File: config.mk
export PLATFORM = sky130hd
export DESIGN_NAME = fetch_sequencer
export DESIGN_NICKNAME = d
export VERILOG_FILES = /design/src/rtl/fetch_seq_pkg.sv /design/src/rtl/fetch_decode.sv /design/src/rtl/fetch_sequencer.sv
export SDC_FILE = /design/constraint.sdc
export NUM_CORES = 1
export LEC_CHECK = 0
export BUFFER_PORTS_ARGS = -buffer_cell sky130_fd_sc_hd__buf_2
export CORE_MARGIN = 2
export CORE_UTILIZATION = 34
export DETAILED_ROUTE_END_ITERATION = 8
export GPL_TIMING_DRIVEN = 0
export PLACE_DENSITY_LB_ADDON = 0.25
export SYNTH_ARGS = -nofsm -noshare
export SYNTH_HDL_FRONTEND = slang
export SYNTH_SLANG_ARGS = --single-unit
File: constraint.sdc
create_clock -name clock -period 1.33 [get_ports clock]
set_input_delay 0.133 -clock clock [delete_from_list [all_inputs] [get_ports clock]]
set_output_delay 0.133 -clock clock [all_outputs]
set_load 0.05 [all_outputs]
File: src/rtl/fetch_seq_pkg.sv
// Shared types for fetch_sequencer: FSM states, control opcodes and pcSrc encodings.
// The pcSrc encodings are also used by pc_block instantiations.
package fetch_seq_pkg;

    localparam int INSTR_W = 16;

    typedef enum logic [2:0] {
        FETCH    = 3'd0,
        DECODE   = 3'd1,
        DISPATCH = 3'd2,
        EXEC     = 3'd3,
        CMPWAIT  = 3'd4,
        UPDATE   = 3'd5
    } fetch_state_e;

    localparam logic [3:0] OP_J    = 4'h8;
    localparam logic [3:0] OP_BR   = 4'h9;
    localparam logic [3:0] OP_JAL  = 4'hA;
    localparam logic [3:0] OP_JR   = 4'hB;
    localparam logic [3:0] OP_JM   = 4'hC;
    localparam logic [3:0] OP_JMS  = 4'hD;
    localparam logic [3:0] OP_CABS = 4'hE;
    localparam logic [3:0] OP_CREL = 4'hF;

    localparam logic [2:0] PCSRC_SEQ  = 3'b000;
    localparam logic [2:0] PCSRC_BR   = 3'b001;
    localparam logic [2:0] PCSRC_ABS  = 3'b010;
    localparam logic [2:0] PCSRC_JR   = 3'b011;
    localparam logic [2:0] PCSRC_JM   = 3'b100;
    localparam logic [2:0] PCSRC_JMS  = 3'b101;
    localparam logic [2:0] PCSRC_CABS = 3'b110;
    localparam logic [2:0] PCSRC_CREL = 3'b111;

    function automatic logic [3:0] opcode_of(input logic [INSTR_W-1:0] w);
        return w[INSTR_W-1:INSTR_W-4];
    endfunction

endpackage

File: src/rtl/fetch_decode.sv
// fetch_decode: combinational classification of the instruction register into
// control flags, pcSrc select and zero/sign-extended immediates.
module fetch_decode
    import fetch_seq_pkg::*;
#(
    parameter int ADDR_W = 16,
    parameter int IMM_W  = 12
) (
    input  logic [INSTR_W-1:0] ir_i,
    output logic               is_ctrl_o,
    output logic               is_cond_o,
    output logic               is_link_o,
    output logic [2:0]         pc_src_o,
    output logic [ADDR_W-1:0]  imm_addr_o,
    output logic [ADDR_W-1:0]  se_imm_addr_o
);

    logic [3:0] op;

    assign op = opcode_of(ir_i);

    always_comb begin
        pc_src_o  = PCSRC_SEQ;
        is_link_o = 1'b0;
        case (op)
            OP_J:    pc_src_o = PCSRC_ABS;
            OP_BR:   pc_src_o = PCSRC_BR;
            OP_JAL: begin
                pc_src_o  = PCSRC_ABS;
                is_link_o = 1'b1;
            end
            OP_JR:   pc_src_o = PCSRC_JR;
            OP_JM:   pc_src_o = PCSRC_JM;
            OP_JMS:  pc_src_o = PCSRC_JMS;
            OP_CABS: pc_src_o = PCSRC_CABS;
            OP_CREL: pc_src_o = PCSRC_CREL;
            default: pc_src_o = PCSRC_SEQ;
        endcase
    end

    // Opcodes 0x8-0xF all have the top bit set; 0xE/0xF are the compare-gated pair.
    assign is_ctrl_o = op[3];
    assign is_cond_o = (op == OP_CABS) || (op == OP_CREL);

    assign imm_addr_o    = {{(ADDR_W-IMM_W){1'b0}}, ir_i[IMM_W-1:0]};
    assign se_imm_addr_o = {{(ADDR_W-IMM_W){ir_i[IMM_W-1]}}, ir_i[IMM_W-1:0]};

endmodule

File: src/rtl/fetch_sequencer.sv
// fetch_sequencer: FETCH/DECODE/DISPATCH/EXEC/CMPWAIT/UPDATE sequencer feeding pc_block.
// Define LINK_REG_EN to build the JAL link register; otherwise ra is tied to 0.
module fetch_sequencer
    import fetch_seq_pkg::*;
#(
    parameter int ADDR_W = 16,
    parameter int IMM_W  = 12
) (
    input  logic               clock,
    input  logic               reset,
    input  logic [ADDR_W-1:0]  pcOut,
    output logic               imem_req,
    output logic [ADDR_W-1:0]  imem_addr,
    input  logic [INSTR_W-1:0] imem_rdata,
    input  logic               imem_ack,
    output logic [INSTR_W-1:0] instr,
    output logic               instr_valid,
    input  logic               instr_ready,
    input  logic               exec_done,
    input  logic               cmp_valid,
    output logic [2:0]         pcSrc,
    output logic               pcWrite,
    output logic [ADDR_W-1:0]  immAddr,
    output logic [ADDR_W-1:0]  se_immAddr,
    output logic [ADDR_W-1:0]  ra,
    output logic [2:0]         dbg_state
);

    fetch_state_e       state_q, state_d;
    logic [INSTR_W-1:0] ir_q, ir_d;
    logic               run_q;
    logic               is_ctrl, is_cond, is_link;

    fetch_decode #(
        .ADDR_W (ADDR_W),
        .IMM_W  (IMM_W)
    ) u_decode (
        .ir_i          (ir_q),
        .is_ctrl_o     (is_ctrl),
        .is_cond_o     (is_cond),
        .is_link_o     (is_link),
        .pc_src_o      (pcSrc),
        .imm_addr_o    (immAddr),
        .se_imm_addr_o (se_immAddr)
    );

    // Handshakes: a transfer happens on a rising edge where the request/valid
    // output and the matching ack/ready input are both high; inputs seen in any
    // other state are ignored. run_q keeps imem_req low until the first edge after reset.
    always_comb begin
        imem_req    = run_q && (state_q == FETCH);
        instr_valid = (state_q == DISPATCH);
        pcWrite     = (state_q == UPDATE);
        state_d     = state_q;
        ir_d        = ir_q;
        case (state_q)
            FETCH: begin
                if (imem_req && imem_ack) begin
                    ir_d    = imem_rdata;
                    state_d = DECODE;
                end
            end
            DECODE: begin
                if (!is_ctrl)     state_d = DISPATCH;
                else if (is_cond) state_d = CMPWAIT;
                else              state_d = UPDATE;
            end
            DISPATCH: if (instr_ready) state_d = EXEC;
            EXEC:     if (exec_done)   state_d = UPDATE;
            CMPWAIT:  if (cmp_valid)   state_d = UPDATE;
            UPDATE:   state_d = FETCH;
            default:  state_d = FETCH;
        endcase
    end

    always_ff @(posedge clock or posedge reset) begin
        if (reset) begin
            state_q <= FETCH;
            ir_q    <= '0;
            run_q   <= 1'b0;
        end else begin
            state_q <= state_d;
            ir_q    <= ir_d;
            run_q   <= 1'b1;
        end
    end

    assign imem_addr = pcOut;
    assign instr     = ir_q;
    assign dbg_state = state_q;

`ifdef LINK_REG_EN
    logic [ADDR_W-1:0] ra_q, ra_d;

    // Link is taken from the PC before the UPDATE edge loads the jump target.
    always_comb begin
        ra_d = ra_q;
        if ((state_q == UPDATE) && is_link) ra_d = pcOut + ADDR_W'(1);
    end

    always_ff @(posedge clock or posedge reset) begin
        if (reset) ra_q <= '0;
        else       ra_q <= ra_d;
    end

    assign ra = ra_q;
`else
    logic unused_link;

    assign unused_link = is_link;
    assign ra          = '0;
`endif

endmodule

Yosys cells after proc, flatten, opt, wreduce, memory -nomap -nowiden
Index checks and enable logic that the tools add are counted.

Bits in registers: 20. Output and inout bits: 89. Word-level logic and storage cells: 35.

Eq/ne operators: 17. Muxes and demuxes: 8. Reduce and logical (&&, ||, !) cells: 7.

Operators with widths (number): 4-bit equality test (second input constant) (8); 3-bit case mux with 7 select lines (1); 3-bit two-way mux (5); 3-bit case mux with 5 select lines (1); 3-bit by 2-bit equality test with 1-bit output (second input constant) (2); 3-bit equality test (second input constant) (2); 2-bit by 1-bit != test with 1-bit output (second input constant) (2); 2-bit != test (second input constant) (2); 4-bit AND reduction (1); 3-bit by 1-bit equality test with 1-bit output (second input constant) (1); 3-bit zero test (1); 1-bit logical AND (2); 2-bit AND reduction (1); 2-bit OR reduction (1); 1-bit logical OR (1); 1-bit two-way mux (1).

Longest topological paths before layout
Gate-level depths: netlist of the first run.

Depth after elaboration: 5. Mapped depth: 5. Gate-level depth less buffers: 3.

Cells and area by module
A second synthesis of the first run with hierarchy kept.

Cell total of the unflattened synthesis: 133. Area total of the unflattened synthesis: 1432.6 µm².

By module, submodules not included: fetch_sequencer (instances 1, cells each 93, area each 1142.3 µm²); fetch_decode (instances 1, cells each 40, area each 290.3 µm²).

Worst setup path after synthesis of the first run
No wires, ideal clock.

Path type: register -> output. Start: reg state_q[1], in the netlist dbg_state[1]. End: out instr_valid. Arrival: 2189 ps. Required time: 1197 ps. Path slack: -992 ps. Cell stages (with the launch flop): 3. Buffers on the path: 1. Cells stage by stage: dfrtp_1 > clkbuf_1 > nor3b_1.

Word-level cells in the longest chain between the ends: 1.

RTL lines: start, declared (RTL line fetch_sequencer.sv:29) `fetch_state_e state_q, state_d;`; start signal, assigned (RTL line fetch_sequencer.sv:82) `state_q <= state_d;`; 3-bit by 2-bit equality test with 1-bit output (RTL line fetch_sequencer.sv:52) `instr_valid = (state_q == DISPATCH);`; end, declared (RTL line fetch_sequencer.sv:17) `output logic instr_valid,`.

No other way between the ends.

Worst setup path after layout of the first run
Start: reg state_q[0], in the netlist dbg_state[0]. End: reg ir_q[15], in the netlist instr[15].

Word-level cells in the longest chain between the ends: 4.

RTL lines: 3-bit zero test (*) (RTL line fetch_sequencer.sv:51, fetch_sequencer.sv:56); 1-bit logical AND (RTL line fetch_sequencer.sv:51) `imem_req = run_q && (state_q == FETCH);`; 1-bit logical AND (RTL line fetch_sequencer.sv:58) `if (imem_req && imem_ack) begin`; 2-bit AND reduction (no source line) (*); end signal, assigned (RTL line fetch_sequencer.sv:83) `ir_q <= ir_d;`; end, declared (RTL line fetch_sequencer.sv:30) `logic [INSTR_W-1:0] ir_q, ir_d;`.

Every way passes the cells marked *; elsewhere a longest branch is shown, timed or not. A chain may end at the register's enable or synchronous reset.

==> run_results.csv, run 1 <==
group,metric,value,unit
critical_path,cp_data_required_time,1.48,ns
critical_path,cpPeakStageDelay,0.43,ns
timing,rsz0062_at_grt,"yes",
critical_path,r2r_slack,-0.18,ns
critical_path,start_kind,"flip-flop",
floorplanning,initial_utilization,35.4,%
cts,cts_tree,"built",
timing,slew_violations,0,
cts,cts.sinks,20,
cells_and_area,n_antenna_cell,0,
cts,postCtsHoldBufs,0,
floorplanning,die_x,68.8,um
cells_and_area,area_growth,54.6,%
critical_path,arrival,1.65,ns
synthesis,ys_ff_latch,20,
floorplanning,dieArea,4730,um^2
cts,ctsLongestPathBuffers,2,
cts,cts_buffers,3,
synthesis,synth_cell_types,25,
timing,worst_clock_skew,0.00406,ns
critical_path,r2r-end,"instr[15]$_DFFE_PP0P_",
synthesis,yosys.area.top_type,"dfrtp_1",
outcome,outcome,"finished with violations",
grt,grt_pass1_wl,4290,um
timing,fin_crit,1.51,ns
cts,htreeDepth,1,
critical_path,worst_setup_path_end_kind,"flip-flop",
synthesis,ys_top_cells_by_count,"buf_4 (65), dfrtp_1 (20), mux2_4 (10)",
routing,vias,1179,
cts,cts_root_buf,"clkbuf_8",
synthesis,synthArstFlopShare,100,%
timing,whs,-0.000940,ns
synthesis,yosys.area.top_type_share,35.1,%
timing,tightestPinTransition,0.773,ns
routing,postRouteAntennaNets,0,
synthesis,yosysSeqAreaShare,35.1,%
floorplanning,core_area,4030,um^2
routing,first_pass_iters,4,
synthesis,yosysMostFrequentCell,"buf_4",
cells_and_area,final_layout_size_suffix_gt1_share,76.4,%
synthesis,yosysWarnings,0,
timing,worst_slack,-0.177,ns
critical_path,crit_path_top_delay_cell,"dfrtp_2",
grt,grt_usage,12.4,%
critical_path,regToRegStartpoint,"dbg_state[0]$_DFFE_PP0P_",
critical_path,cp_cell_sequence,"nor4b_4, nand2_4, buf_16, mux2_4",
floorplanning,rows,23,
critical_path,worstRegToRegCells,4,
outcome,violations,"negative hold slack, negative setup slack",
placed_design,dp_hpwl,2310,um
min_path,hold_class,"in -> async",
synthesis,synth_ff_type,"dfrtp_1",
critical_path,worst-setup-path-type,"reg -> reg",
grt,first_global_vias,957,
routing,post-route-drc-count,0,
routing,viasPerCell,3.88,
routing,wl,3040,um
placed_design,portBuffers,90,
critical_path,cp_max_fo,5,
placed_design,gp_congestion,0.677,
synthesis,syn_area_per_cell,10.7,um^2
cells_and_area,nets,293,
floorplanning,die_height,68.8,um
timing,setup_viol,19,
timing,relSlewSlack,48.4,%
routing,drt-initial-drc-count,27,
grt,grt_max_degree,21,
grt,grt-ovfl-total,0,
timing,fin_crit_sh,113,%
synthesis,syn_inst,134,
synthesis,synthTopCellsByArea,"dfrtp_1 (35%), buf_4 (34%), mux2_4 (11%)",
routing,post_drt_wl_per_cell,10.0,um
synthesis,netlist_area,1430,um^2
cts,insertion_delay,0.26,ns
synthesis,synth_edf_count,0,
grt,antenna_found_initial,0,
timing,max_freq,663,MHz
cts,clk_pin_slew,0.07,ns
run,drv_cap,0,
timing,hold_viol,2,
floorplanning,pin_count,127,
cell usage in the layout (no fill, tap or decap), types with 3 or more instances in the layout:
cell type and instances:
buf_2 86, buf_4 71, buf_6 3, clkbuf_8 5, conb_1 21, dfrtp_1 17, dfrtp_2 3, mux2_2 6
mux2_4 10, nor2_1 5
critical path, delay by kind of cell, from the launching register on:
family,cells,cell delay (ns)
flops,1,0.43
simple gates,2,0.51
buf+inv,1,0.17
mux,1,0.28
cell families after synthesis:
kind of cell	after synthesis	synth area share (%)
buf+inv	70	36.6
simple gates	16	7.80
flops	20	35.1
compound gates	9	4.03
other cells	2	0.526
mux	17	16.0
state kept, by name, indices dropped and copies added, names as in the netlist:
| signal | cells |
|---|---|
| instr | 16 |
| dbg_state | 3 |
| run_q | 1 |
through the flow:
stage	utilization [%]	worst slack [ns]	std cells	cell area, um^2	TNS, ns
floorplan	-	-0.865	153	1520	-13.22
global placement	50.5	-0.286	293	2030	-3.41
detailed placement	50.5	-0.317	293	2030	-3.87
CTS	54.4	-0.167	303	2190	-2.53
global route	54.8	-0.203	304	2210	-3.33
finish	54.8	-0.177	304	2210	-2.82
layer usage:
metal,GRT usage (%),part of all wire [%],vias to the layer above
met2,21.2,45,80
met1,14.5,39,507
met3,2.92,14,5
li1,-,-,587
met4,5.88,1.7,0
met5,0,0,-
layout make-up:
class / count / area [um^2]
fill: 381 / 1820
timing repair buffer: 99 / 574
buffer: 67 / 522
sequential: 20 / 504
multi-input combinational: 63 / 485
tap: 50 / 62.6
clock buffer: 4 / 55.1
inverter: 1 / 3.75
worst max path at each step:
stage | end | slack, ns | start | depth (start not counted)
after floorplan | instr[0]$_DFFE_PP0P_ | -0.87 | dbg_state[2]$_DFFE_PP0P_ | 5
after global placement | instr[8]$_DFFE_PP0P_ | -0.29 | dbg_state[2]$_DFFE_PP0P_ | 5
after detailed placement | instr[4]$_DFFE_PP0P_ | -0.32 | dbg_state[2]$_DFFE_PP0P_ | 5
after CTS | imem_req | -0.17 | dbg_state[0]$_DFFE_PP0P_ | 3
after global routing | instr[3]$_DFFE_PP0P_ | -0.20 | dbg_state[0]$_DFFE_PP0P_ | 4
final | instr[15]$_DFFE_PP0P_ | -0.18 | dbg_state[0]$_DFFE_PP0P_ | 4
what timing repair did:
| item | 4_1_cts | 5_1_grt |
|---|---|---|
| gates resized for setup | 14 | 3 |
| setup buffers | 7 | 1 |
| pin swaps | 3 | 1 |
| cloned | 1 | 0 |
| endpoints found under the setup margin | 19 | 21 |
| endpoints found under the hold margin | 0 | 0 |
Power of run 1 is left out: the tool's default activity adds up to more than one toggle a clock period on the data nets, which glitch-free logic cannot reach.
==> run 2: changes to the inputs <==
--- a/config.mk
+++ b/config.mk
@@ -6,11 +6,10 @@
 export NUM_CORES = 1
 export LEC_CHECK = 0
 export BUFFER_PORTS_ARGS = -buffer_cell sky130_fd_sc_hd__buf_2
-export CORE_MARGIN = 2
 export CORE_UTILIZATION = 34
 export DETAILED_ROUTE_END_ITERATION = 8
 export GPL_TIMING_DRIVEN = 0
-export PLACE_DENSITY_LB_ADDON = 0.25
+export PLACE_DENSITY = 0.77
 export SYNTH_ARGS = -nofsm -noshare
 export SYNTH_HDL_FRONTEND = slang
 export SYNTH_SLANG_ARGS = --single-unit
==> run_results.csv, run 2 (synthesized netlist as in run 1, its figures left out) <==
group,metric,value,unit
timing,hold_viol,0,
grt,antenna_found_initial,0,
cells_and_area,nets,291,
routing,wl,3040,um
timing,setup_viol,19,
cells_and_area,area_growth,51.7,%
floorplanning,die_height,66.8,um
outcome,violations,"negative setup slack",
timing,tns,-2.77,ns
routing,top_layer,"met4",
cts,insertion_delay,0.26,ns
run,drv_cap,0,
critical_path,start_kind,"flip-flop",
critical_path,worst-setup-path-type,"reg -> reg",
floorplanning,initial_utilization,35.4,%
grt,grt-ovfl-total,0,
outcome,outcome,"finished with violations",
grt,first_global_vias,975,
routing,viasPerCell,3.83,
timing,relSlewSlack,48.8,%
cts,ctsLongestPathBuffers,2,
cts,cts_root_buf,"clkbuf_8",
cells_and_area,layout_common_cells,"buf_2 (86), buf_4 (72), conb_1 (21), dfrtp_1 (16), mux2_4 (10)",
routing,met1_length,1130,um
critical_path,worst_setup_path_end_kind,"flip-flop",
cts,htreeDepth,1,
routing,wl_met3,330,um
cts,clk_pin_slew,0.07,ns
placed_design,dp_hpwl,2250,um
cts,postCtsHoldBufs,0,
cells_and_area,n_antenna_cell,0,
routing,routed-wl-met2,1540,um
floorplanning,core_area,4030,um^2
critical_path,cp_max_fo,5,
cells_and_area,final-seq-area,505,um^2
routing,vias,1156,
timing,slew_violations,0,
timing,worst_slack,-0.166,ns
cells_and_area,final_layout_size_suffix_gt1_share,75.8,%
critical_path,r2r-end,"instr[4]$_DFFE_PP0P_",
floorplanning,dieArea,4460,um^2
cells_and_area,multi_input_area,482,um^2
floorplanning,die_x,66.8,um
critical_path,regToRegStartpoint,"dbg_state[2]$_DFFE_PP0P_",
routing,first_pass_iters,3,
cts,cts_buffers,3,
cells_and_area,largest_reg_flops,16,
critical_path,arrival,1.64,ns
placed_design,gp_congestion,0.734,
cts,cts.sinks,20,
cells_and_area,nFillCells,373,
routing,post_drt_wl_per_cell,10.1,um
timing,worst_clock_skew,0.00642,ns
floorplanning,rows,23,
routing,postRouteAntennaNets,0,
grt,grt_pass1_wl,4410,um
timing,max_freq,669,MHz
grt,grt_max_degree,21,
critical_path,r2r_slack,-0.17,ns
floorplanning,pin_count,127,
critical_path,worstRegToRegCells,4,
routing,drt-initial-drc-count,16,
min_path,hold_class,"in -> async",
timing,rsz0062_at_grt,"yes",
critical_path,cp_data_required_time,1.47,ns
routing,post-route-drc-count,0,
timing,fin_crit_sh,112,%
timing,fin_crit,1.50,ns
grt,grt_usage,13.6,%
cells_and_area,final_common_cell,"buf_2",
timing,tightestPinTransition,0.766,ns
placed_design,portBuffers,90,
cts,cts_tree,"built",
==> run 2: cell count changes in the layout (fill, tap and decap cells not counted), sizes merged <==
| cell | previous run | this run |
|---|---|---|
| clkbuf | 6 | 4 |
==> run 2: final cells by class <==
type                            instances  share of cell area [%]
Sequential cell                        20                    23.3
Timing Repair Buffer                   97                    25.5
Buffer                                 67                    23.8
Clock buffer                            4                    2.08
Inverter                                1                   0.173
Multi-Input combinational cell         63                    22.2
Tap cell                               50                    2.89
==> run 2: worst max-delay path by stage <==
stage / end / depth (start not counted) / start
after floorplan: instr[0]$_DFFE_PP0P_ / 5 / dbg_state[2]$_DFFE_PP0P_
after detailed placement: instr[6]$_DFFE_PP0P_ / 5 / dbg_state[2]$_DFFE_PP0P_
after CTS: instr[6]$_DFFE_PP0P_ / 4 / dbg_state[0]$_DFFE_PP0P_
after global placement: instr[7]$_DFFE_PP0P_ / 5 / dbg_state[2]$_DFFE_PP0P_
final: instr[4]$_DFFE_PP0P_ / 4 / dbg_state[2]$_DFFE_PP0P_
after global routing: instr[2]$_DFFE_PP0P_ / 4 / dbg_state[2]$_DFFE_PP0P_
==> run 2: routing by layer <==
metal	vias to the layer above	global-route usage (%)
met3	4	3.60
met2	73	25.4
met5	-	0
li1	581	-
met4	0	4.79
met1	498	14.5
==> run 2: critical path, stage by stage (launching register included) <==
cell and delay, ns:
dfrtp_2 0.43, nor4b_4 0.35, nand2_4 0.14, buf_16 0.17
mux2_4 0.28
==> run 2: what timing repair did <==
action                     CTS  global route
gates resized for setup     10             5
setup endpoints to repair   19            22
pin swaps                    2             2
cloned                       1             0
setup buffers                6             0
==> run 2: through the flow <==
step / utilization (%) / std cells / worst slack, ns / hold slack (ns) / cell area [um^2]
after floorplan: - / 153 / -0.865 / 0.0966 / 1520
after global placement: 50.5 / 293 / -0.287 / 0.318 / 2030
after detailed placement: 50.5 / 293 / -0.290 / 0.331 / 2030
after CTS: 53.6 / 302 / -0.166 / 0.0358 / 2160
after global routing: 53.8 / 302 / -0.235 / 0.0797 / 2170
final: 53.8 / 302 / -0.166 / 0.00123 / 2170
Power of run 2 is left out for the same reason.
==> run 3: changes to the inputs <==
--- a/config.mk
+++ b/config.mk
@@ -5,11 +5,12 @@
 export SDC_FILE = /design/constraint.sdc
 export NUM_CORES = 1
 export LEC_CHECK = 0
+export ABC_AREA = 1
 export BUFFER_PORTS_ARGS = -buffer_cell sky130_fd_sc_hd__buf_2
 export CORE_UTILIZATION = 34
 export DETAILED_ROUTE_END_ITERATION = 8
 export GPL_TIMING_DRIVEN = 0
-export PLACE_DENSITY = 0.77
+export PLACE_DENSITY = 0.76
 export SYNTH_ARGS = -nofsm -noshare
 export SYNTH_HDL_FRONTEND = slang
 export SYNTH_SLANG_ARGS = --single-unit
==> run_results.csv, run 3 <==
group,metric,value,unit
synthesis,yosysMostFrequentCell,"buf_4",
synthesis,yosysSeqAreaShare,34.6,%
outcome,outcome,"finished with violations",
synthesis,yosys.area.top_type_share,34.6,%
timing,setup_viol,14,
cells_and_area,largest_reg_flops,16,
synthesis,ys_top_cells_by_count,"buf_4 (66), nand2_1 (43), dfrtp_1 (20)",
cells_and_area,multi_input_area,573,um^2
floorplanning,rows,23,
routing,postRouteAntennaNets,0,
synthesis,syn_area_per_cell,7.82,um^2
synthesis,ys_ff_latch,20,
cells_and_area,n_antenna_cell,0,
floorplanning,die_x,67.2,um
critical_path,start_kind,"flip-flop",
min_path,hold_class,"in -> async",
synthesis,syn_inst,185,
routing,first_pass_iters,4,
timing,tightestPinTransition,0.737,ns
cells_and_area,stdcell_area,2360,um^2
outcome,violations,"negative hold slack, negative setup slack",
synthesis,synthArstFlopShare,100,%
timing,whs,-0.00897,ns
grt,grt-ovfl-total,0,
critical_path,worst_setup_path_end_kind,"primary output",
routing,vias,1446,
routing,viasPerCell,4.02,
cts,clk_pin_slew,0.08,ns
timing,worst_clock_skew,0.00360,ns
timing,slew_violations,0,
placed_design,place_inst,343,
cells_and_area,stdcell_count,360,
timing,rsz0062_at_grt,"yes",
synthesis,synth_edf_count,0,
timing,fin_crit,1.43,ns
synthesis,synthTopCellsByArea,"dfrtp_1 (35%), buf_4 (34%), nand2_1 (11%)",
floorplanning,pin_count,127,
cts,cts_root_buf,"clkbuf_8",
cells_and_area,nets,349,
floorplanning,dieArea,4520,um^2
timing,relSlewSlack,50.8,%
cts,cts_tree,"built",
cells_and_area,final-seq-area,505,um^2
synthesis,yosysWarnings,0,
routing,post_drt_wl_per_cell,9.48,um
timing,worst_slack,-0.0994,ns
timing,fin_crit_sh,107,%
floorplanning,core_area,4030,um^2
timing,max_freq,700,MHz
placed_design,dp_slack,-0.101,ns
critical_path,worst-setup-path-type,"reg -> out",
placed_design,placed_cell_area,2060,um^2
cells_and_area,final_layout_size_suffix_gt1_share,65.5,%
critical_path,cp_data_required_time,1.20,ns
synthesis,yosys.area.top_type,"dfrtp_1",
placed_design,portBuffers,89,
cells_and_area,layout_common_cells,"buf_2 (87), buf_4 (74), nand2_1 (27), conb_1 (21), nand3_1 (17)",
synthesis,synth_cell_types,17,
synthesis,synth_ff_type,"dfrtp_1",
cts,insertion_delay,0.25,ns
grt,first_global_vias,1052,
cells_and_area,final_common_cell,"buf_2",
placed_design,gp_congestion,0.817,
floorplanning,die_height,67.2,um
timing,hold_viol,12,
critical_path,arrival,1.30,ns
routing,post-route-drc-count,0,
cells_and_area,area_growth,63.0,%
run,drv_cap,0,
floorplanning,initial_utilization,35.9,%
critical_path,r2r_slack,-0.04,ns
critical_path,cp_max_fo,7,
grt,grt_max_degree,21,
routing,drt-initial-drc-count,41,
cells_and_area,nFillCells,388,
synthesis,netlist_area,1450,um^2
routing,wl,3410,um
cts,ctsLongestPathBuffers,2,
cts,postCtsHoldBufs,0,
grt,antenna_found_initial,0,
placed_design,dp_hpwl,2590,um
cts,cts_buffers,3,
grt,grt_usage,12.6,%
cts,cts.sinks,20,
cts,htreeDepth,1,
grt,grt_pass1_wl,4300,um
[run 3: critical path, stage by stage, from the launching register on]
cell and delay [ns]:
dfrtp_2 0.46, nor2_4 0.16, nand2_4 0.08, nor2_8 0.10, buf_6 0.11, buf_8 0.13
[run 3: cell type report]
type,count,share of cell area [%]
Buffer,69,22.1
Sequential cell,20,21.4
Tap cell,50,2.65
Inverter,10,1.70
Clock buffer,3,1.75
Clock inverter,1,1.27
Timing Repair Buffer,101,24.8
Multi-Input combinational cell,106,24.3
[run 3: cell families (layout without fill, tap and decap cells)]
kind of cell	count (synthesis)	count (layout)	share of synthesized area (%)
flops	20	20	34.6
simple gates	76	77	23.6
other cells	2	21	0.519
buf+inv	79	184	38.3
compound gates	8	8	2.94
[run 3: worst paths after layout]
| path | from | end | cells past startpoint |
|---|---|---|---|
| worst max-delay path | dbg_state[1]$_DFFE_PP0P_ | imem_req | 5 |
| worst min-delay path | reset | dbg_state[2]$_DFFE_PP0P_ | 2 |
| worst max register to register | dbg_state[1]$_DFFE_PP0P_ | instr[6]$_DFFE_PP0P_ | 8 |
| worst min register to register | instr[4]$_DFFE_PP0P_ | instr[4]$_DFFE_PP0P_ | 2 |
| max in group asynchronous | reset | instr[14]$_DFFE_PP0P_ | 2 |
| min in group clock | imem_rdata[3] | instr[3]$_DFFE_PP0P_ | 3 |
[run 3: through the flow]
step | util [%] | TNS (ns)
after floorplan | - | -0.603
after global placement | 51.2 | -0.189
after detailed placement | 51.2 | -0.326
after CTS | 54.3 | -1.18
after global routing | 58.5 | -1.45
final | 58.5 | -0.329
[run 3: repair_timing]
action                     in CTS  in global routing
hold endpoints to repair        0                  0
pin swaps                       2                  4
resized for setup               9                 26
setup endpoints to repair      13                 23
cloned                          0                  2
buffers inserted                3                  9
[run 3: routing by layer]
metal | vias to the layer above | share of wire (%) | track usage (%)
met3 | 2 | 7.6 | 1.86
met2 | 72 | 52 | 22.5
met1 | 635 | 40 | 14.6
met5 | - | 0 | 0
li1 | 737 | - | -
met4 | 0 | 0.91 | 5.85
Power of run 3 is left out for the same reason.
